## src/rtl/icu_refill_ctrl.sv

```systemverilog
// icu_refill_ctrl: I-cache miss refill sequencer (BIU line read -> data RAM beats -> tag write).
// Optional critical-word bypass to the IFU enabled by defining ICU_CRIT_BYPASS_EN.
module icu_refill_ctrl #(
    parameter int IDX_W = 7,
    parameter int BEATS = 4,
    localparam int TAG_W = 27 - IDX_W
) (
    input  logic               clk,
    input  logic               resetn,
    input  logic               ic2_miss,
    input  logic [28:0]        ic2_miss_addr,
    input  logic               ifu_icu_cancel,
    output logic               refill_busy,
    output logic               biu_rd_req,
    output logic [26:0]        biu_rd_addr,
    input  logic               biu_rd_ack,
    input  logic               biu_rd_data_valid,
    input  logic [63:0]        biu_rd_data,
    output logic               dram_we,
    output logic [IDX_W+1:0]   dram_addr,
    output logic [63:0]        dram_wdata,
    output logic               tram_we,
    output logic [IDX_W-1:0]   tram_addr,
    output logic [TAG_W:0]     tram_wdata,
    output logic               refill_data_valid,
    output logic [63:0]        refill_data,
    output logic               refill_done
);
    typedef enum logic [1:0] {IDLE, REQ, FILL, TAG} state_e;
    state_e      state_q, state_d;
    logic [1:0]  cnt_q, cnt_d;
    logic        cancel_q, cancel_d;
    logic [28:0] addr_q, addr_d;
    logic [IDX_W-1:0] idx;
    logic [TAG_W-1:0] tag;
    assign idx = addr_q[IDX_W+1:2];
    assign tag = addr_q[28:IDX_W+2];
    assign refill_busy = state_q != IDLE;
    always_comb begin
        state_d    = state_q;
        cnt_d      = cnt_q;
        cancel_d   = cancel_q;
        addr_d     = addr_q;
        biu_rd_req = 1'b0;
        biu_rd_addr = '0;
        dram_we    = 1'b0;
        dram_addr  = '0;
        dram_wdata = '0;
        tram_we    = 1'b0;
        tram_addr  = '0;
        tram_wdata = '0;
        refill_done = 1'b0;
        case (state_q)
            IDLE: begin
                cancel_d = 1'b0;
                if (ic2_miss) begin
                    addr_d  = ic2_miss_addr;
                    state_d = REQ;
                end
            end
            REQ: begin
                biu_rd_req  = 1'b1;
                biu_rd_addr = addr_q[28:2];
                cancel_d    = cancel_q | ifu_icu_cancel;
                state_d     = biu_rd_ack ? FILL : REQ;
            end
            FILL: begin
                cancel_d = cancel_q | ifu_icu_cancel;
                if (biu_rd_data_valid) begin
                    dram_we    = 1'b1;
                    dram_addr  = {idx, cnt_q};
                    dram_wdata = biu_rd_data;
                    cnt_d      = cnt_q + 2'd1;
                    if (cnt_q == 2'(BEATS - 1)) begin
                        cnt_d   = 2'd0;
                        state_d = TAG;
                    end
                end
            end
            default: begin
                tram_we     = 1'b1;
                tram_addr   = idx;
                tram_wdata  = {1'b1, tag};
                refill_done = 1'b1;
                cancel_d    = 1'b0;
                state_d     = IDLE;
            end
        endcase
    end
    always_ff @(posedge clk or negedge resetn) begin
        if (!resetn) begin
            state_q  <= IDLE;
            cnt_q    <= '0;
            cancel_q <= 1'b0;
            addr_q   <= '0;
        end else begin
            state_q  <= state_d;
            cnt_q    <= cnt_d;
            cancel_q <= cancel_d;
            addr_q   <= addr_d;
        end
    end
`ifdef ICU_CRIT_BYPASS_EN
    logic        byp_v_q, byp_v_d;
    logic [63:0] byp_data_q, byp_data_d;
    // cancel in the same cycle as the critical beat must also suppress the forward
    always_comb begin
        byp_v_d    = dram_we && cnt_q == addr_q[1:0] && !cancel_q && !ifu_icu_cancel;
        byp_data_d = byp_v_d ? biu_rd_data : '0;
    end
    always_ff @(posedge clk or negedge resetn) begin
        if (!resetn) begin
            byp_v_q    <= 1'b0;
            byp_data_q <= '0;
        end else begin
            byp_v_q    <= byp_v_d;
            byp_data_q <= byp_data_d;
        end
    end
    assign refill_data_valid = byp_v_q;
    assign refill_data       = byp_data_q;
`else
    logic unused_crit;
    assign unused_crit       = ^addr_q[1:0];
    assign refill_data_valid = 1'b0;
    assign refill_data       = '0;
`endif
endmodule
```

## config.mk

```make
export PLATFORM = sky130hd
export DESIGN_NAME = icu_refill_ctrl
export DESIGN_NICKNAME = d
export VERILOG_FILES = /design/src/rtl/icu_refill_ctrl.sv
export SDC_FILE = /design/constraint.sdc
export NUM_CORES = 1
export LEC_CHECK = 0
export CAP_MARGIN = 40
export CORE_AREA = 2 2 117 119
export CTS_CLUSTER_SIZE = 8
export DETAILED_ROUTE_END_ITERATION = 16
export DIE_AREA = 0 0 119 121
export GPL_ROUTABILITY_DRIVEN = 0
export HOLD_SLACK_MARGIN = 0.1
export PLACE_DENSITY = 0.7
export SETUP_SLACK_MARGIN = 0.2
export SYNTH_ARGS = -nofsm -noshare
export SYNTH_HDL_FRONTEND = slang
export SYNTH_SLANG_ARGS = --single-unit
```

## constraint.sdc

```tcl
create_clock -name clk -period 1.6 [get_ports clk]
set_input_delay 0.16 -clock clk [delete_from_list [all_inputs] [get_ports clk]]
set_output_delay 0.16 -clock clk [all_outputs]
set_load 0.02 [all_outputs]
```

After elaboration in Yosys (flattened, before gate mapping) --
Index checks and enable logic that the tools add are counted.
Storage, ports and cells: register bits after elaboration 33, input bits 99, word-level logic and storage cells 33, output and inout bits 198
Operators by class: $add $sub $neg 1, mux-type cells 17, reduce and logical (&&, ||, !) cells 6, equality and inequality tests 6
Operator list (count):
- $mux W64 | 2
- $mux W27 | 1
- $mux W21 | 1
- $mux W9 | 2
- $mux W2 | 5
- $mux W7 | 1
- $ne A2 B2 Y1 const B | 3
- $pmux W2 S3 | 1
- $eq A2 B2 Y1 const B | 2
- $mux W1 | 4
- $reduce_and A2 Y1 | 2
- $reduce_and A3 Y1 | 1
- $reduce_or A3 Y1 | 1
- $add A2 B1 Y2 const B | 1
- $eq A2 B1 Y1 const B | 1
- $logic_not A2 Y1 | 1
- $reduce_bool A2 Y1 | 1

Logic depth before layout (Yosys ltp) --
depth after elaboration 4, mapped depth 4

Worst setup path after synthesis --
No wires, ideal clock.
path kind flip-flop to output port, from reg state_q[0], to out tram_wdata[20], required time 1440 ps, arrival 1300 ps, path slack 140 ps, cell stages (with the launch flop) 5, path through dfrtp_1 > clkbuf_1 > clkbuf_1 > and2_1 > buf_4
Between the ends: word-level cells in the longest chain between the ends 3, elaborated cells between the ends (all ways) 5, those cells by class 2 x eq/ne; 1 x mux; 2 x reduce/logical
RTL lines:
- from (decl) | line 30 | state_e state_q, state_d;
- from (signal assigned) | line 97 | state_q <= state_d;
- $eq A2 B2 Y1 (tied with other cells) | line 53 | case (state_q)
- $reduce_or A3 Y1 (no line) *
- $mux W21 * | line 53
- to (decl) | line 24 | output logic [TAG_W:0] tram_wdata,
Every way passes the cells marked *; elsewhere a longest branch is shown, timed or not.

Worst setup path after layout --
from reg state_q[0], to out dram_wdata[15]
Between the ends: word-level cells in the longest chain between the ends 2
RTL lines:
- $eq A2 B2 Y1 | line 53
- $mux W64 | line 53
- to (decl) | line 21 | output logic [63:0] dram_wdata,
No other way between the ends.

==> impl_metrics.ini <==
[run_status]
status = finished, violations left
violations = negative setup slack

[critical_path]
reg2regPathDepth = 7
r2r-start = state_q[1]$_DFFE_PN0P_
crit_arrival_ps = 1570
reg2reg_to = addr_q[9]$_DFFE_PN0P_
cp_max_fo = 8
path_class = reg2out
end_kind = output port
r2r_slack_ps = -90
cp.required_ps = 1440
cp-start-kind = register

[floorplanning]
rows = 42
design.die.area_um2 = 14400
die_w_um = 119
core_area_um2 = 13100
initial_utilization = 0.204
die_h_um = 121
top_level_ports = 297

[synth]
yosys_warnings = 0
ys_seq_elements = 31
synth.distinct_cells = 21
synth_area_um2 = 2670
avgSynthCellArea_um2 = 9.33
syn-instance-count = 286
ys_seq_area_frac = 0.291

[timing]
slew_violations = 0
setup_viol = 127
finalWorstPathRequiredPeriod_ps = 1730
grt_setup_unrepaired = true
hold_viol = 0
timing.final.ws_setup_ps = -135
hold_ws_ps = 293
final.period_utilization = 1.08
fmax_mhz = 576
final.setup_skew_ps = 4.25

[clocking]
path_clk_slew_ps = 50
cts_tree = done
cts_max_path_buffers = 2
hold_buffers = 0
cts_made_buffers = 5
cts_root_buf = clkbuf_16
worstSkewPairLatency_ps = 270
cts_sinks = 31
htreeDepth = 2

[cells_and_area]
regArea_um2 = 777
fin_cells = 721
fillers = 1184
final_cell_mix = buf_6 (147), clkdlybuf4s50_1 (95), conb_1 (65), and2_4 (56), and2_1 (45)
multi_input_area_um2 = 1850
syn2layout_area_growth_pct = 128
final_layout_size_suffix_gt1_frac = 0.558
antenna_cells = 0
fin_nets = 644
final_common_cell = buf_6

[route]
firstDrtPassIters = 3
vias = 2808
routed_wl_um = 11400
drt_iter0_markers = 41
wl_per_cell_um = 15.8
drc = 0
post_drt_via_cell_ratio = 3.89
drtAntennaViolNets = 0

[global_routing]
grt_pass1_wl_um = 16600
grt_start_max_net_pins = 35
antenna_found_initial = 0
grtUsageTotal = 0.148
grt_pass1_vias = 2885
grt-ovfl-total = 0

[power]
irDropWorstVdd_v = 0.00117
power_density_nw_per_um2 = 1470
p_leak_nw = 2.92
p_total_mw = 8.94

[hold_path]
hold_path_class = in2async

[run]
maxCapViolations = 0

[placement]
dp_hpwl_um = 7480
port_buffers = 228
dp_cells = 680
## Yosys cell counts
cell | count | area [µm²]
or2_2 | 1 | 6.26
buf_6 | 7 | 78.8
clkbuf_1 | 9 | 33.8
clkbuf_2 | 1 | 5.00
buf_4 | 67 | 503
nor3b_1 | 1 | 7.51
mux2_2 | 21 | 236
dfrtp_1 | 31 | 776
a21o_1 | 1 | 7.51
buf_2 | 2 | 10.0
and3_1 | 27 | 169
nor3b_2 | 1 | 12.5
buf_12 | 1 | 20.0
ha_1 | 1 | 12.5
nor2b_1 | 2 | 12.5
conb_1 | 1 | 3.75
mux2_4 | 8 | 120
and2_1 | 101 | 632
and3b_1 | 1 | 8.76
a311o_1 | 1 | 10.0
nor2_1 | 1 | 3.75
## area by class of cell
type,count,area share
clock buffers,6,0.0228
clock inverters,2,0.00576
multi-input cells,232,0.305
flip-flops and latches,31,0.128
well taps,176,0.0362
repair buffers,274,0.503
## cell families after synthesis
group | share of synthesized area
other | 0.00141
buffers and inverters | 0.244
adders and majority gates | 0.00469
AOI/OAI and AO/OA | 0.00656
and+or+nand+nor | 0.319
muxes | 0.134
DFF | 0.291
## where the power goes
| group | switching [mW] | leakage [nW] | internal [mW] |
|---|---|---|---|
| Combinational | 2.59 | 2.47 | 3.62 |
| Sequential | 0.422 | 0.364 | 1.19 |
| Clock | 0.342 | 0.0868 | 0.773 |
| Total | 3.36 | 2.92 | 5.59 |
## worst max-delay path, cell delays in order, from the launching register on
cell	delay [ps]
dfrtp_1	400
and3b_2	330
buf_12	170
buf_16	140
and2_4	140
buf_6	110
## layer usage
metal | up-vias | track usage | routed length, µm
met1 | 1349 | 0.163 | 4150
met3 | 10 | 0.0362 | 788
li1 | 1292 | - | -
met4 | 0 | 0.0327 | 108
met5 | - | 0 | 0
met2 | 157 | 0.286 | 6350
## state kept, by name (all words and copies together), names as in the netlist
| register | cells |
|---|---|
| addr_q | 27 |
| cnt_q | 2 |
| state_q | 2 |
## worst max path at each step
stage,startpoint,end,cells past startpoint
floorplan,state_q[0]$_DFFE_PN0P_,tram_wdata[20],4
global placement,biu_rd_data_valid,dram_addr[1],5
detailed placement,biu_rd_data_valid,dram_wdata[40],5
CTS,state_q[0]$_DFFE_PN0P_,dram_wdata[40],5
global route,state_q[0]$_DFFE_PN0P_,dram_wdata[40],5
finish,state_q[0]$_DFFE_PN0P_,dram_wdata[15],5
## metrics by stage
stage                util  setup WS [ps]  cell area (µm²)  setup TNS (ps)
floorplan               -            216             2910               0
global placement    0.373           -427             4880          -32860
detailed placement  0.373           -466             4880          -36220
CTS                 0.451           -144             5900          -11760
global route        0.465           -189             6090          -16370
finish              0.465           -135             6090           -9150
## what timing repair did
item | in CTS | in global routing
pin swaps | 3 | 20
gates resized for setup | 866 | 77
setup buffers | 18 | 4
endpoints found under the setup margin | 162 | 163
gates cloned | 10 | 1
Power figures use the tool's default switching activity.
